### src/rtl/fp_divsqrt_pool_ctrl_pkg.sv
// Shared types for the FP div/sqrt unit pool: unit state, index, flag and
// rounding-mode types, plus the active-list range check used by flush logic.
package fp_divsqrt_pool_ctrl_pkg;

  localparam int FFLAGS_W   = 5;
  localparam int RM_W       = 3;
  localparam int UNIT_IDX_W = 2;
  localparam int MAX_UNITS  = 4;

  typedef logic [RM_W-1:0]       rounding_mode_t;
  typedef logic [FFLAGS_W-1:0]   fflags_t;
  typedef logic [UNIT_IDX_W-1:0] unit_idx_t;

  typedef enum logic [1:0] {
    UNIT_FREE     = 2'd0,
    UNIT_RESERVED = 2'd1,
    UNIT_BUSY     = 2'd2,
    UNIT_FINISHED = 2'd3
  } unit_state_e;

  // True when tag lies in the circular active-list window [head, tail).
  // head == tail is an empty window unless everything is flushed.
  function automatic logic tag_in_range(input logic all,
                                        input int unsigned tag,
                                        input int unsigned head,
                                        input int unsigned tail);
    if (all) return 1'b1;
    if (head <= tail) return (tag >= head) && (tag < tail);
    return (tag >= head) || (tag < tail);
  endfunction

endpackage

### src/rtl/fp_divsqrt_slot.sv
// One pool slot: lifecycle FSM of a single div/sqrt unit together with its
// ownership tag, the operation handed to the unit and the held result.
module fp_divsqrt_slot
  import fp_divsqrt_pool_ctrl_pkg::*;
#(
  parameter int DATA_WIDTH = 32,
  parameter int TAG_WIDTH  = 6
) (
  input  logic                  clk,
  input  logic                  rst,
  input  logic                  grant,
  input  logic                  accept,
  input  logic                  is_div,
  input  rounding_mode_t        rm,
  input  logic [DATA_WIDTH-1:0] opa,
  input  logic [DATA_WIDTH-1:0] opb,
  input  logic [TAG_WIDTH-1:0]  tag,
  input  logic                  done,
  input  logic [DATA_WIDTH-1:0] result,
  input  fflags_t               fflags,
  input  logic                  rel_hit,
  input  logic                  flush_valid,
  input  logic                  flush_all,
  input  logic [TAG_WIDTH-1:0]  flush_head,
  input  logic [TAG_WIDTH-1:0]  flush_tail,
  output unit_state_e           state,
  output logic                  start,
  output logic                  kill,
  output logic                  fin,
  output logic [DATA_WIDTH-1:0] fin_data,
  output fflags_t               fin_fflags,
  output logic                  op_is_div,
  output rounding_mode_t        op_rm,
  output logic [DATA_WIDTH-1:0] op_a,
  output logic [DATA_WIDTH-1:0] op_b
);

  logic [TAG_WIDTH-1:0] tag_q;
  logic                 tag_hit;

  // Only BUSY/FINISHED consult this; a RESERVED slot has no tag yet.
  assign tag_hit = flush_valid &&
                   tag_in_range(flush_all, 32'(tag_q), 32'(flush_head), 32'(flush_tail));

  // Slot FSM: flush dominates completion, acceptance and release.
  always_ff @(posedge clk) begin
    if (rst) begin
      state      <= UNIT_FREE;
      start      <= 1'b0;
      kill       <= 1'b0;
      fin        <= 1'b0;
      tag_q      <= '0;
      op_is_div  <= 1'b0;
      op_rm      <= '0;
      op_a       <= '0;
      op_b       <= '0;
      fin_data   <= '0;
      fin_fflags <= '0;
    end else begin
      start <= 1'b0;
      kill  <= 1'b0;
      case (state)
        UNIT_FREE: begin
          if (grant) state <= UNIT_RESERVED;
        end
        UNIT_RESERVED: begin
          if (flush_valid && flush_all) begin
            state <= UNIT_FREE;
          end else if (accept) begin
            state     <= UNIT_BUSY;
            start     <= 1'b1;
            tag_q     <= tag;
            op_is_div <= is_div;
            op_rm     <= rm;
            op_a      <= opa;
            op_b      <= opb;
          end
        end
        UNIT_BUSY: begin
          if (tag_hit) begin
            state <= UNIT_FREE;
            kill  <= 1'b1;
          end else if (done) begin
            state      <= UNIT_FINISHED;
            fin        <= 1'b1;
            fin_data   <= result;
            fin_fflags <= fflags;
          end
        end
        UNIT_FINISHED: begin
          if (tag_hit || rel_hit) begin
            state <= UNIT_FREE;
            fin   <= 1'b0;
          end
        end
        default: state <= UNIT_FREE;
      endcase
    end
  end

  // A unit must only report completion while it owns an operation.
  a_done_only_busy: assert property (@(posedge clk) disable iff (rst)
    done |-> (state == UNIT_BUSY));

endmodule

### src/rtl/fp_divsqrt_pool_ctrl.sv
// Pool controller: arbitrates reservations, operand hand-off and releases
// from several FP issue lanes onto NUM_UNITS shared div/sqrt units.
module fp_divsqrt_pool_ctrl
  import fp_divsqrt_pool_ctrl_pkg::*;
#(
  parameter int ISSUE_WIDTH = 2,
  parameter int NUM_UNITS   = 2,
  parameter int DATA_WIDTH  = 32,
  parameter int TAG_WIDTH   = 6
) (
  input  logic                              clk,
  input  logic                              rst,
  input  logic                              stall,
  input  logic [ISSUE_WIDTH-1:0]            rsv_req,
  output logic [ISSUE_WIDTH-1:0]            rsv_gnt,
  output logic [ISSUE_WIDTH*UNIT_IDX_W-1:0] rsv_unit,
  input  logic [ISSUE_WIDTH-1:0]            req_valid,
  input  logic [ISSUE_WIDTH*UNIT_IDX_W-1:0] req_unit,
  input  logic [ISSUE_WIDTH*TAG_WIDTH-1:0]  req_tag,
  input  logic [ISSUE_WIDTH-1:0]            req_is_div,
  input  logic [ISSUE_WIDTH*RM_W-1:0]       req_rm,
  input  logic [ISSUE_WIDTH*DATA_WIDTH-1:0] req_opa,
  input  logic [ISSUE_WIDTH*DATA_WIDTH-1:0] req_opb,
  output logic [ISSUE_WIDTH-1:0]            req_ack,
  output logic [NUM_UNITS-1:0]              u_start,
  output logic [NUM_UNITS-1:0]              u_is_div,
  output logic [NUM_UNITS*RM_W-1:0]         u_rm,
  output logic [NUM_UNITS*DATA_WIDTH-1:0]   u_opa,
  output logic [NUM_UNITS*DATA_WIDTH-1:0]   u_opb,
  output logic [NUM_UNITS-1:0]              u_kill,
  input  logic [NUM_UNITS-1:0]              u_done,
  input  logic [NUM_UNITS*DATA_WIDTH-1:0]   u_result,
  input  logic [NUM_UNITS*FFLAGS_W-1:0]     u_fflags,
  output logic [NUM_UNITS-1:0]              fin,
  output logic [NUM_UNITS*DATA_WIDTH-1:0]   fin_data,
  output logic [NUM_UNITS*FFLAGS_W-1:0]     fin_fflags,
  input  logic [ISSUE_WIDTH-1:0]            rel,
  input  logic [ISSUE_WIDTH*UNIT_IDX_W-1:0] rel_unit,
  input  logic                              flush_valid,
  input  logic                              flush_all,
  input  logic [TAG_WIDTH-1:0]              flush_head,
  input  logic [TAG_WIDTH-1:0]              flush_tail,
  output logic [2:0]                        free_count
);

  unit_state_e           state      [NUM_UNITS];
  logic [NUM_UNITS-1:0]  unit_grant;
  logic [NUM_UNITS-1:0]  unit_accept;
  logic [NUM_UNITS-1:0]  unit_rel;
  logic [NUM_UNITS-1:0]  acc_is_div;
  rounding_mode_t        acc_rm     [NUM_UNITS];
  logic [DATA_WIDTH-1:0] acc_opa    [NUM_UNITS];
  logic [DATA_WIDTH-1:0] acc_opb    [NUM_UNITS];
  logic [TAG_WIDTH-1:0]  acc_tag    [NUM_UNITS];
  logic [2:0]            free_now;

  // Grant: lanes in ascending order each take the lowest free, untaken unit.
  always_comb begin
    rsv_gnt    = '0;
    rsv_unit   = '0;
    unit_grant = '0;
    for (int i = 0; i < ISSUE_WIDTH; i++) begin
      if (rsv_req[i] && !stall) begin
        for (int u = 0; u < NUM_UNITS; u++) begin
          if (!rsv_gnt[i] && state[u] == UNIT_FREE && !unit_grant[u]) begin
            rsv_gnt[i]                             = 1'b1;
            rsv_unit[i*UNIT_IDX_W +: UNIT_IDX_W]   = unit_idx_t'(u);
            unit_grant[u]                          = 1'b1;
          end
        end
      end
    end
  end

  // Accept: the lowest lane aimed at a RESERVED unit wins; flush_all blocks it.
  always_comb begin
    req_ack     = '0;
    unit_accept = '0;
    acc_is_div  = '0;
    for (int u = 0; u < NUM_UNITS; u++) begin
      acc_rm[u]  = '0;
      acc_opa[u] = '0;
      acc_opb[u] = '0;
      acc_tag[u] = '0;
    end
    for (int i = 0; i < ISSUE_WIDTH; i++) begin
      if (req_valid[i] && !stall && !(flush_valid && flush_all)) begin
        for (int u = 0; u < NUM_UNITS; u++) begin
          if (req_unit[i*UNIT_IDX_W +: UNIT_IDX_W] == unit_idx_t'(u) &&
              state[u] == UNIT_RESERVED && !unit_accept[u]) begin
            req_ack[i]     = 1'b1;
            unit_accept[u] = 1'b1;
            acc_is_div[u]  = req_is_div[i];
            acc_rm[u]      = req_rm[i*RM_W +: RM_W];
            acc_opa[u]     = req_opa[i*DATA_WIDTH +: DATA_WIDTH];
            acc_opb[u]     = req_opb[i*DATA_WIDTH +: DATA_WIDTH];
            acc_tag[u]     = req_tag[i*TAG_WIDTH +: TAG_WIDTH];
          end
        end
      end
    end
  end

  // Release: any lane may free the unit it names; the slot ignores it unless FINISHED.
  always_comb begin
    unit_rel = '0;
    for (int i = 0; i < ISSUE_WIDTH; i++) begin
      for (int u = 0; u < NUM_UNITS; u++) begin
        if (rel[i] && !stall && rel_unit[i*UNIT_IDX_W +: UNIT_IDX_W] == unit_idx_t'(u))
          unit_rel[u] = 1'b1;
      end
    end
  end

  // Count of units currently FREE, registered below.
  always_comb begin
    free_now = '0;
    for (int u = 0; u < NUM_UNITS; u++) begin
      if (state[u] == UNIT_FREE) free_now = free_now + 3'd1;
    end
  end

  // Free-unit count lags the slot states by one cycle.
  always_ff @(posedge clk) begin
    if (rst) free_count <= 3'(NUM_UNITS);
    else     free_count <= free_now;
  end

  for (genvar g = 0; g < NUM_UNITS; g++) begin : g_slot
    fp_divsqrt_slot #(
      .DATA_WIDTH (DATA_WIDTH),
      .TAG_WIDTH  (TAG_WIDTH)
    ) u_slot (
      .clk         (clk),
      .rst         (rst),
      .grant       (unit_grant[g]),
      .accept      (unit_accept[g]),
      .is_div      (acc_is_div[g]),
      .rm          (acc_rm[g]),
      .opa         (acc_opa[g]),
      .opb         (acc_opb[g]),
      .tag         (acc_tag[g]),
      .done        (u_done[g]),
      .result      (u_result[g*DATA_WIDTH +: DATA_WIDTH]),
      .fflags      (u_fflags[g*FFLAGS_W +: FFLAGS_W]),
      .rel_hit     (unit_rel[g]),
      .flush_valid (flush_valid),
      .flush_all   (flush_all),
      .flush_head  (flush_head),
      .flush_tail  (flush_tail),
      .state       (state[g]),
      .start       (u_start[g]),
      .kill        (u_kill[g]),
      .fin         (fin[g]),
      .fin_data    (fin_data[g*DATA_WIDTH +: DATA_WIDTH]),
      .fin_fflags  (fin_fflags[g*FFLAGS_W +: FFLAGS_W]),
      .op_is_div   (u_is_div[g]),
      .op_rm       (u_rm[g*RM_W +: RM_W]),
      .op_a        (u_opa[g*DATA_WIDTH +: DATA_WIDTH]),
      .op_b        (u_opb[g*DATA_WIDTH +: DATA_WIDTH])
    );
  end

endmodule

### config.mk
export PLATFORM = sky130hd
export DESIGN_NAME = fp_divsqrt_pool_ctrl
export DESIGN_NICKNAME = d
export VERILOG_FILES = /design/src/rtl/fp_divsqrt_pool_ctrl_pkg.sv /design/src/rtl/fp_divsqrt_slot.sv /design/src/rtl/fp_divsqrt_pool_ctrl.sv
export SDC_FILE = /design/constraint.sdc
export NUM_CORES = 1
export LEC_CHECK = 0
export BUFFER_PORTS_ARGS = -buffer_cell sky130_fd_sc_hd__buf_2
export CAP_MARGIN = 15
export CORE_AREA = 2 2 188 190
export CTS_BUF_LIST = sky130_fd_sc_hd__clkbuf_16
export CTS_CLUSTER_DIAMETER = 80
export DETAILED_ROUTE_END_ITERATION = 10
export DIE_AREA = 0 0 190 192
export GPL_ROUTABILITY_DRIVEN = 0
export PLACE_DENSITY = 0.61
export SLEW_MARGIN = 10
export SYNTH_ARGS = -nofsm -noshare
export SYNTH_HDL_FRONTEND = slang
export SYNTH_SLANG_ARGS = --single-unit
### constraint.sdc
create_clock -name clk -period 3.3 [get_ports clk]
set_input_delay 0.495 -clock clk [delete_from_list [all_inputs] [get_ports clk]]
set_output_delay 0.495 -clock clk [all_outputs]
set_load 0.05 [all_outputs]
Word-level counts from Yosys, hierarchy flattened --
Cells that the tools add are included.
Cells by class: add/sub/neg operators 1, multipliers 0, div/mod/pow operators 0, magnitude comparators 5, equality and inequality tests 22, shift operators 0, mux-type cells 100, bitwise logic cells 7, reduce and logical (&&, ||, !) cells 59
Operator list (count):
- $mux W32 | 8
- $mux W64 | 4
- $mux W1 | 52
- $mux W2 | 19
- $mux W6 | 6
- $logic_and A1 B1 Y1 | 27
- $mux W12 | 2
- $pmux W2 S4 | 2
- $reduce_and A4 Y1 | 4
- $mux W3 | 5
- $eq A2 B1 Y1 const B | 6
- $ge A6 B6 Y1 | 2
- $logic_not A2 Y1 | 6
- $lt A6 B6 Y1 | 2
- $ne A2 B2 Y1 const B | 6
- $reduce_and A3 Y1 | 4
- $eq A2 B2 Y1 const B | 4
- $logic_not A1 Y1 | 8
- $not A1 Y1 | 7
- $le A6 B6 Y1 | 1
- $ne A3 B2 Y1 const B | 2
- $ne A3 B3 Y1 const B | 2
- $reduce_or A3 Y1 | 2
- $logic_or A1 B1 Y1 | 4
- other kinds (5) | 9
Word-level totals: register bits after elaboration 235, latch bits 0, memory bits (writable) 0, bits in read-only memories 0, bits of input ports 255, output and inout bits 227, memories 0

Depth between registers and ports, before layout --
Gate-level depths: netlist of run 1.
depth after elaboration 18, depth in mapped cells 10, mapped depth without buffers 9

Hierarchy --
A second synthesis of run 1 with hierarchy kept.
Unflattened totals: cells, all modules 1622, area total of the unflattened synthesis 13168.9 um^2
Modules (own cells, without submodules):
- fp_divsqrt_slot | times used 2, cells each 567, area an instance 4880.9 um^2
- fp_divsqrt_pool_ctrl | times used 1, cells each 488, area an instance 3407.0 um^2

Worst setup path before layout of run 1 --
OpenSTA, ideal clock, no wires.
kind reg-to-output, start point register g_slot[1].u_slot.state[0], end point output rsv_unit[2], arrival time 2.570 ns, data required time 2.805 ns, setup slack 0.235 ns, cell stages (with the launch flop) 7, buffers on the path 1, path through dfxtp_1 -> clkbuf_1 -> nor2_1 -> ha_1 -> and3b_1 -> nand2b_1 -> nor3_1
Between the ends: cells in the longest elaborated chain, start to end 8
Ends and longest elaborated chain:
- from (decl) | RTL line fp_divsqrt_slot.sv:26 | output unit_state_e state,
- from (signal assigned) | RTL line fp_divsqrt_slot.sv:48 | state <= UNIT_FREE;
- from (signal assigned) | RTL line fp_divsqrt_slot.sv:64 | if (grant) state <= UNIT_RESERVED;
- from (signal assigned) | RTL line fp_divsqrt_slot.sv:68 | state <= UNIT_FREE;
- $logic_not A2 Y1 (*) | RTL line fp_divsqrt_pool_ctrl.sv:65 | if (!rsv_gnt[i] && state[u] == UNIT_FREE && !unit_grant[u]) begin
- $logic_and A1 B1 Y1 | RTL line fp_divsqrt_pool_ctrl.sv:65
- $mux W1 | RTL line fp_divsqrt_pool_ctrl.sv:65
- $mux W2 | RTL line fp_divsqrt_pool_ctrl.sv:63 | if (rsv_req[i] && !stall) begin
- $logic_not A1 Y1 | RTL line fp_divsqrt_pool_ctrl.sv:65
- $logic_and A1 B1 Y1 (*) | RTL line fp_divsqrt_pool_ctrl.sv:65
- $mux W1 (*) | RTL line fp_divsqrt_pool_ctrl.sv:65
- $mux W1 (*) | RTL line fp_divsqrt_pool_ctrl.sv:63
- to (decl) | RTL line fp_divsqrt_pool_ctrl.sv:16 | output logic [ISSUE_WIDTH*UNIT_IDX_W-1:0] rsv_unit,
Mark *: on every way between the ends. The rest lies on a longest branch, timed or not.

Final worst setup path of run 1 --
start point register g_slot[0].u_slot.state[0], end point output rsv_unit[2]
Between the ends: cells in the longest elaborated chain, start to end 12
Ends and longest elaborated chain (RTL line):
- from (decl) | fp_divsqrt_slot.sv:26
- from (signal assigned) | fp_divsqrt_slot.sv:48
- from (signal assigned) | fp_divsqrt_slot.sv:64
- from (signal assigned) | fp_divsqrt_slot.sv:68
- $logic_not A2 Y1 (*) | fp_divsqrt_pool_ctrl.sv:65
- $mux W1 | fp_divsqrt_pool_ctrl.sv:65
- $mux W2 | fp_divsqrt_pool_ctrl.sv:63
- $logic_not A1 Y1 | fp_divsqrt_pool_ctrl.sv:65
- $logic_and A1 B1 Y1 | fp_divsqrt_pool_ctrl.sv:65
- $mux W1 | fp_divsqrt_pool_ctrl.sv:65
- $mux W1 | fp_divsqrt_pool_ctrl.sv:63
- $logic_not A1 Y1 | fp_divsqrt_pool_ctrl.sv:65
- $logic_and A1 B1 Y1 | fp_divsqrt_pool_ctrl.sv:65
- $logic_and A1 B1 Y1 (*) | fp_divsqrt_pool_ctrl.sv:65
- $mux W1 (*) | fp_divsqrt_pool_ctrl.sv:65
- $mux W1 (*) | fp_divsqrt_pool_ctrl.sv:63
Mark *: on every way between the ends. The rest lies on a longest branch, timed or not. The select of a mux whose other input is x is not followed.

==> results of run 1 <==
[where the power goes]
| part | total (W) | internal (W) | switching (W) |
|---|---|---|---|
| clock | 0.00302 | 0.00180 | 0.00122 |
| combinational | 0.00104 | 0.000324 | 0.000714 |
| sequential | 0.00294 | 0.00289 | 0.0000484 |
| total | 0.00700 | 0.00502 | 0.00198 |
[layout by cell type (no fill, tap or decap), drive strengths merged, types with 5 or more instances in the layout]
master  Yosys  layout
a21oi     199     199
a32oi     148     148
buf        55     498
clkbuf     81      27
clkinv      0      13
dfxtp     234     234
ha         31      31
inv        20      25
mux2i      37      37
nand2     229     229
nand2b     10      10
nand3       6       6
nand4      41      41
nor2       12      12
nor2b       7       7
nor3        6       6
nor3b       5       5
o21ai       5       5
o31ai      37      37
[final timing paths]
path | from | end | slack, ns | cells after the start
worst min-delay path | u_fflags[3] | g_slot[0].u_slot.fin_fflags[3]$_SDFFE_PP0P_ | 0.20 | 3
worst max-delay path | g_slot[0].u_slot.state[0]$_SDFFE_PP0P_ | rsv_unit[2] | 0.26 | 7
worst min register to register | g_slot[0].u_slot.op_b[6]$_SDFFE_PP0P_ | g_slot[0].u_slot.op_b[6]$_SDFFE_PP0P_ | 0.44 | 2
worst max register to register | g_slot[0].u_slot.tag_q[0]$_SDFFE_PP0P_ | g_slot[0].u_slot.fin_data[29]$_SDFFE_PP0P_ | 0.87 | 9
[registers in the layout (all words and copies together) (netlist names)]
name                      cells
g_slot.u_slot.op_b           64
g_slot.u_slot.op_is_div       2
g_slot.u_slot.tag_q          12
g_slot.u_slot.kill            2
g_slot.u_slot.fin             2
free_count                    2
g_slot.u_slot.start           2
g_slot.u_slot.state           4
g_slot.u_slot.op_a           64
g_slot.u_slot.fin_fflags     10
g_slot.u_slot.fin_data       64
g_slot.u_slot.op_rm           6
[worst max-delay path: stages, from the launching register on]
cell and delay [ns]:
sky130_fd_sc_hd__dfxtp_1 0.36, sky130_fd_sc_hd__nor2_1 0.24, sky130_fd_sc_hd__inv_1 0.10, sky130_fd_sc_hd__ha_1 0.20, sky130_fd_sc_hd__and3b_1 0.19, sky130_fd_sc_hd__nand2b_1 0.19
sky130_fd_sc_hd__nor3_1 0.38, sky130_fd_sc_hd__buf_2 0.35
[area by class of cell]
class                      count  area (um^2)
clock inverter                23          218
timing repair buffer         498         2660
inverter                      20         75.1
clock buffer                  27          676
fill                        3475        20100
multi-input combinational    830         5280
tap                          455          569
sequential                   234         4680
[through the flow]
stage	area (um^2)	power, W
finish	14200	0.00700
global route	14200	0.00728
detailed placement	13300	0.00404
global placement	13300	0.00403
floorplan	10600	0.00365
CTS	14200	0.00707
[kinds of logic after synthesis]
group	Yosys count
AO/OA/AOI/OAI	420
flip-flops	234
buffers and inverters	156
AND/OR/NAND/NOR	339
multiplexers	37
adder cells (fa/ha/maj)	31
other	1
[layer usage]
metal  wire length, um  GRT usage  vias to the layer above
li1                  -          -                     5323
met4              1080     0.0650                        2
met5                13          0                        -
met3              3710     0.0513                       67
met1             16200      0.256                     5319
met2             19600      0.359                      538
==> impl_summary.log, run 1 <==
[metrics] status: complete, no violations
[metrics] pin count of the biggest net entering global routing: 197
[metrics] worst hold slack across all endpoints: 0.200 ns
[metrics] synthesized-area fraction occupied by adder cells: 0.0365
[metrics] leading cell types by total area after synthesis: sky130_fd_sc_hd__dfxtp_1 (44%), sky130_fd_sc_hd__a32oi_1 (12%), sky130_fd_sc_hd__a21oi_1 (9.3%), sky130_fd_sc_hd__nand2_1 (8.1%), sky130_fd_sc_hd__ha_1 (3.7%)
[metrics] number of diodes: 0
[metrics] Synth Area in Compound Gates: 0.271
[metrics] number of hold buffers added after CTS: 0
[metrics] clock tree from TritonCTS: built
[metrics] number of nets at the end of the flow: around 1900
[metrics] post-route minimum period: 3.04 ns
[metrics] Worst Setup Slack post-DPL: 0.555 ns
[metrics] drt via density: between 5 and 6
[metrics] crit share post-route: 0.922
[metrics] post-synthesis cell count: ~1200
[metrics] Netlist Area Pre-Place: 10600 um^2
[metrics] DP Wirelength: about 27000 um
[metrics] synth cell count leaders: sky130_fd_sc_hd__dfxtp_1 (234), sky130_fd_sc_hd__nand2_1 (229), sky130_fd_sc_hd__a21oi_1 (198)
[metrics] effective utilization at floorplan: 0.310
[metrics] Root Buffer Master: sky130_fd_sc_hd__clkbuf_16
[metrics] share of synthesized area spent on multiplexers: 0.0349
[metrics] Top FF cell, synth: sky130_fd_sc_hd__dfxtp_1
[metrics] Critical Path Start Type: register
[metrics] category of the critical setup timing path: register to output pin
[metrics] number of buffers added on ports: approximately 480
[metrics] clock latency on the worst-skew pair: 0.54 ns
[metrics] initial DRC count: between 500 and 600
[metrics] Max-cap violations: 0
[metrics] Setup-failing EPs final: 0
[metrics] async set-or-reset flop fraction in the synthesized netlist: 0
[metrics] total iterations of the first detailed-routing run: 5
[metrics] Synth warnings: 0
[metrics] clock sink total: around 230
[metrics] clock buffer depth: 3
[metrics] post-synthesis area per instance: between 8 and 9 um^2
[metrics] endpoint arrival time on the critical path: 2.55 ns
[metrics] post-route worst setup slack: roughly 0.26 ns
[metrics] share of the yosys chip area belonging to registers: 0.441
[metrics] Slew @ Worst Pin: ~1.1 ns
[metrics] area enclosed by the die boundary: roughly 36000 um^2
[metrics] simple logic cell fraction of the synthesized area: 0.148
[metrics] Boundary Pins: 482
[metrics] cell total after placement: 2037
[metrics] maximum clock frequency: ~330 MHz
[metrics] height of the die: around 190 um
[metrics] share of cells above drive strength 1: 0.343
[metrics] global-route wire length before repair: approximately 61000 um
[metrics] end-of-flow core utilization: 0.413
[metrics] sum of routed wire length over all layers: approximately 41000 um
[metrics] data required time at the worst endpoint: roughly 2.8 ns
[metrics] Setup TNS Final: 0 ns
[metrics] unrepaired setup endpoints after global routing: no
[metrics] Pwr per Cell Area: 494 nW/um^2
[metrics] Core Rows: 68
[metrics] dominant cell by count in the synthesized netlist: sky130_fd_sc_hd__dfxtp_1
[metrics] count of pins over their slew limit: 0
[metrics] placeable core region: around 34000 um^2
[metrics] dominant cell type by area after synthesis: sky130_fd_sc_hd__dfxtp_1
[metrics] H-tree depth reported by CTS: 1
[metrics] main combinational cell family by area after synthesis: compound AO/OA/AOI/OAI gates
[metrics] count of distinct cell types in the synthesized netlist: 57
[metrics] average wire per cell in the routed design: 19.5 um
[metrics] path type of the worst min-delay path: input pin to register
[metrics] global-route usage over all layers: 0.209
[metrics] area share of the largest cell type after synthesis: 0.441
[metrics] largest fanout of any net on the critical path: 7
[metrics] TritonCTS buffer count: 27
[metrics] DRC violations left: 0
[metrics] antenna violations before repair: 1
[metrics] Synth Area in XOR/XNOR: 0
[metrics] via count of the first global-routing pass: between 10000 and 15000
[metrics] Crit. End Element: output pin
[metrics] Pleak: 6.02 nW
[metrics] clock transition time at the flip-flop clock pins of the worst setup and hold paths: 0.06 ns
[metrics] number of enable-type register cells in the synthesized netlist: 0
[metrics] post-cts sizing count: 0
[metrics] worst-case vdd ir drop: between 0.0003 and 0.0004 V
[metrics] number of hold violations in the final report: 0
[metrics] relative slew slack: 0.248
[metrics] total via count in the routed design: around 11000
[metrics] Synth Register Bits: about 230
[metrics] final instance count without filler cells: between 2000 and 2500
[metrics] largest clock skew in the final design: a little under 0.02 ns
[metrics] Final ANT Viol Nets: 0
[metrics] buffers inserted by post-CTS timing repair: 0
[metrics] aggregate global routing overflow: 0
[metrics] die width: 190 um
[metrics] post-synthesis to final-layout area growth: 33.3%
Note: power is estimated with default switching activity, not from simulation.
==> run 2, diff against run 1 <==
--- a/config.mk
+++ b/config.mk
@@ -5,6 +5,7 @@
 export SDC_FILE = /design/constraint.sdc
 export NUM_CORES = 1
 export LEC_CHECK = 0
+export ABC_CLOCK_PERIOD_IN_PS = 3300
 export BUFFER_PORTS_ARGS = -buffer_cell sky130_fd_sc_hd__buf_2
 export CAP_MARGIN = 15
 export CORE_AREA = 2 2 188 190
@@ -14,6 +15,7 @@
 export DIE_AREA = 0 0 190 192
 export GPL_ROUTABILITY_DRIVEN = 0
 export PLACE_DENSITY = 0.61
+export RECOVER_POWER = 100
 export SLEW_MARGIN = 10
 export SYNTH_ARGS = -nofsm -noshare
 export SYNTH_HDL_FRONTEND = slang
==> impl_summary.log, run 2 (same netlist as run 1, synthesis figures left out) <==
[metrics] initial DRC count: 600 (was 565)
[metrics] Setup TNS Final: 0 ns (unchanged)
[metrics] largest fanout of any net on the critical path: 7 (unchanged)
[metrics] clock transition time at the flip-flop clock pins of the worst setup and hold paths: 0.06 ns (about the same)
[metrics] post-route worst setup slack: 0.251 ns (was 0.259 ns)
[metrics] Final ANT Viol Nets: 0 (unchanged)
[metrics] via count of the first global-routing pass: 10900 (unchanged)
[metrics] unrepaired setup endpoints after global routing: no (unchanged)
[metrics] number of diodes: 0 (unchanged)
[metrics] post-cts sizing count: 0 (unchanged)
[metrics] global-route wire length before repair: 60700 um (unchanged)
[metrics] drt via density: 5.41 (was 5.39)
[metrics] DP Wirelength: 27200 um (unchanged)
[metrics] Flop pwr share: 0.422 (was 0.420)
[metrics] area enclosed by the die boundary: 36500 um^2 (unchanged)
[metrics] total iterations of the first detailed-routing run: 5 (unchanged)
[metrics] clock sink total: 234 (unchanged)
[metrics] clock tree from TritonCTS: built (unchanged)
[metrics] Boundary Pins: 482 (unchanged)
[metrics] crit share post-route: 0.924 (was 0.922)
[metrics] clock latency on the worst-skew pair: 0.55 ns (was 0.54 ns)
[metrics] post-route minimum period: 3.05 ns (was 3.04 ns)
[metrics] Max-cap violations: 2 (was 0)
[metrics] Setup-failing EPs final: 0 (unchanged)
[metrics] pin count of the biggest net entering global routing: 197 (unchanged)
[metrics] number of cells traversed by the worst hold path: 3 (unchanged)
[metrics] startpoint of the lowest-slack hold path: u_fflags[3] (unchanged)
[metrics] status: finished, violations left (was complete, no violations)
[metrics] commonest cells after routing, fill and taps aside: sky130_fd_sc_hd__buf_2 (253), sky130_fd_sc_hd__dfxtp_1 (234), sky130_fd_sc_hd__nand2_1 (229) (was sky130_fd_sc_hd__buf_2 (477), sky130_fd_sc_hd__dfxtp_1 (234), sky130_fd_sc_hd__nand2_1 (229))
[metrics] share of cells above drive strength 1: 0.203 (was 0.343)
[metrics] internal power: 0.00500 W (was 0.00502 W)
[metrics] Worst Hold Endpoint: g_slot[0].u_slot.fin_fflags[3]$_SDFFE_PP0P_ (unchanged)
[metrics] net switching component of the power: 0.00199 W (was 0.00198 W)
[metrics] post-synthesis to final-layout area growth: 30.1% (was 33.3%)
[metrics] Crit. End Element: output pin (unchanged)
[metrics] antenna violations before repair: 1 (unchanged)
[metrics] most common cell after layout, fill and taps aside: sky130_fd_sc_hd__buf_2 (unchanged)
[metrics] number of cells on the worst reg-to-reg path: 8 (was 9)
[metrics] portion of total power attributed to the clock network: 0.434 (was 0.432)
[metrics] average wire per cell in the routed design: 19.5 um (about the same)
[metrics] relative slew slack: -0.301 (was 0.248)
[metrics] Core Rows: 68 (unchanged)
[metrics] Critical R2R Capture: g_slot[1].u_slot.fin_fflags[4]$_SDFFE_PP0P_ (was g_slot[0].u_slot.fin_data[29]$_SDFFE_PP0P_)
[metrics] share of total power consumed by net switching: 0.284 (was 0.283)
[metrics] aggregate global routing overflow: 0 (unchanged)
[metrics] number of hold buffers added after CTS: 0 (unchanged)
[metrics] count of pins over their slew limit: 152 (was 0)
[metrics] violated checks: max-capacitance violations, max-slew violations
[metrics] Pleak: 5.03 nW (was 6.02 nW)
[metrics] category of the critical setup timing path: register to output pin (unchanged)
[metrics] clock buffer depth: 3 (unchanged)
[metrics] die width: 190 um (unchanged)
[metrics] Worst Setup Slack post-DPL: 0.555 ns (unchanged)
[metrics] worst flop-to-flop path startpoint: g_slot[1].u_slot.tag_q[3]$_SDFFE_PP0P_ (was g_slot[0].u_slot.tag_q[0]$_SDFFE_PP0P_)
[metrics] endpoint arrival time on the critical path: 2.55 ns (about the same)
[metrics] maximum clock frequency: 328 MHz (was 329 MHz)
[metrics] number of hold violations in the final report: 0 (unchanged)
[metrics] worst-case vdd ir drop: 0.000365 V (was 0.000391 V)
[metrics] number of buffers added on ports: 478 (unchanged)
[metrics] Pwr per Cell Area: 505 nW/um^2 (was 494 nW/um^2)
[metrics] setup slack of the most critical reg-to-reg path: 0.41 ns (was 0.87 ns)
[metrics] Combinational Power Share: 0.145 (was 0.148)
[metrics] total via count in the routed design: 11300 (was 11200)
[metrics] sum of routed wire length over all layers: 40700 um (was 40600 um)
[metrics] buffers inserted by post-CTS timing repair: 0 (unchanged)
[metrics] data required time at the worst endpoint: 2.80 ns (about the same)
[metrics] path type of the worst min-delay path: input pin to register (unchanged)
[metrics] total power after layout: 0.00698 W (was 0.00700 W)
[metrics] effective utilization at floorplan: 0.310 (unchanged)
[metrics] worst hold slack across all endpoints: 0.199 ns (was 0.200 ns)
[metrics] height of the die: 192 um (unchanged)
[metrics] Root Buffer Master: sky130_fd_sc_hd__clkbuf_16 (unchanged)
[metrics] Slew @ Worst Pin: 1.95 ns (was 1.13 ns)
[metrics] Top Registers: g_slot.u_slot.fin_data: 64 flops, g_slot.u_slot.op_a: 64 flops, g_slot.u_slot.op_b: 64 flops (unchanged)
[metrics] H-tree depth reported by CTS: 1 (unchanged)
[metrics] placeable core region: 34300 um^2 (unchanged)
[metrics] global-route usage over all layers: 0.209 (unchanged)
[metrics] Critical Path Start Type: register (unchanged)
[metrics] DRC violations left: 0 (unchanged)
[metrics] largest clock skew in the final design: 0.0217 ns (was 0.0195 ns)
[metrics] TritonCTS buffer count: 27 (unchanged)
[metrics] number of nets at the end of the flow: 1897 (unchanged)
## run 2: metal layers
layer  track usage  part of all wire  up-vias
met2         0.359              0.48      521
li1              -                 -     5332
met3        0.0513             0.087       63
met1         0.256              0.41     5366
met5             0           0.00032        -
met4        0.0650             0.025        2
## run 2: worst max-delay path, stage by stage, from the launching register on
cell                       delay (ns)
sky130_fd_sc_hd__dfxtp_1         0.36
sky130_fd_sc_hd__nor2_1          0.24
sky130_fd_sc_hd__inv_1           0.10
sky130_fd_sc_hd__ha_1            0.20
sky130_fd_sc_hd__and3b_1         0.19
sky130_fd_sc_hd__nand2b_1        0.19
sky130_fd_sc_hd__nor3_1          0.39
sky130_fd_sc_hd__clkbuf_2        0.36
## run 2: final cells by class
type,count,area [um^2]
clock buffer,27,676
inverter,20,75.1
tap,455,569
multi-input combinational,830,5250
clock inverter,23,218
sequential,234,4680
timing repair buffer,498,2350
fill,3588,20500
## run 2: worst max-delay path by stage
stage / slack, ns / endpoint / cells past startpoint / from
global placement: 0.62 / g_slot[0].u_slot.fin_fflags[4]$_SDFFE_PP0P_ / 10 / flush_tail[5]
floorplan: 0.23 / rsv_unit[2] / 6 / g_slot[1].u_slot.state[0]$_SDFFE_PP0P_
CTS: 0.17 / rsv_unit[2] / 7 / g_slot[0].u_slot.state[0]$_SDFFE_PP0P_
global route: 0.05 / g_slot[0].u_slot.op_a[17]$_SDFFE_PP0P_ / 7 / flush_valid
finish: 0.25 / rsv_unit[2] / 7 / g_slot[0].u_slot.state[0]$_SDFFE_PP0P_
detailed placement: 0.55 / g_slot[1].u_slot.fin_fflags[4]$_SDFFE_PP0P_ / 10 / flush_tail[4]
## run 2: per-stage QoR
step	util	std cells	instance area, um^2
floorplan	-	1220	10600
global placement	0.387	2037	13300
detailed placement	0.387	2037	13300
CTS	0.413	2087	14200
global route	0.403	2087	13800
finish	0.403	2087	13800
## run 2: power by group through the flow
stage               registers, W  clock network [W]  logic [W]
floorplan                0.00317                  0   0.000480
global placement         0.00300                  0    0.00102
detailed placement       0.00300                  0    0.00104
CTS                      0.00294            0.00309    0.00104
global route             0.00295            0.00321    0.00109
finish                   0.00294            0.00303    0.00101
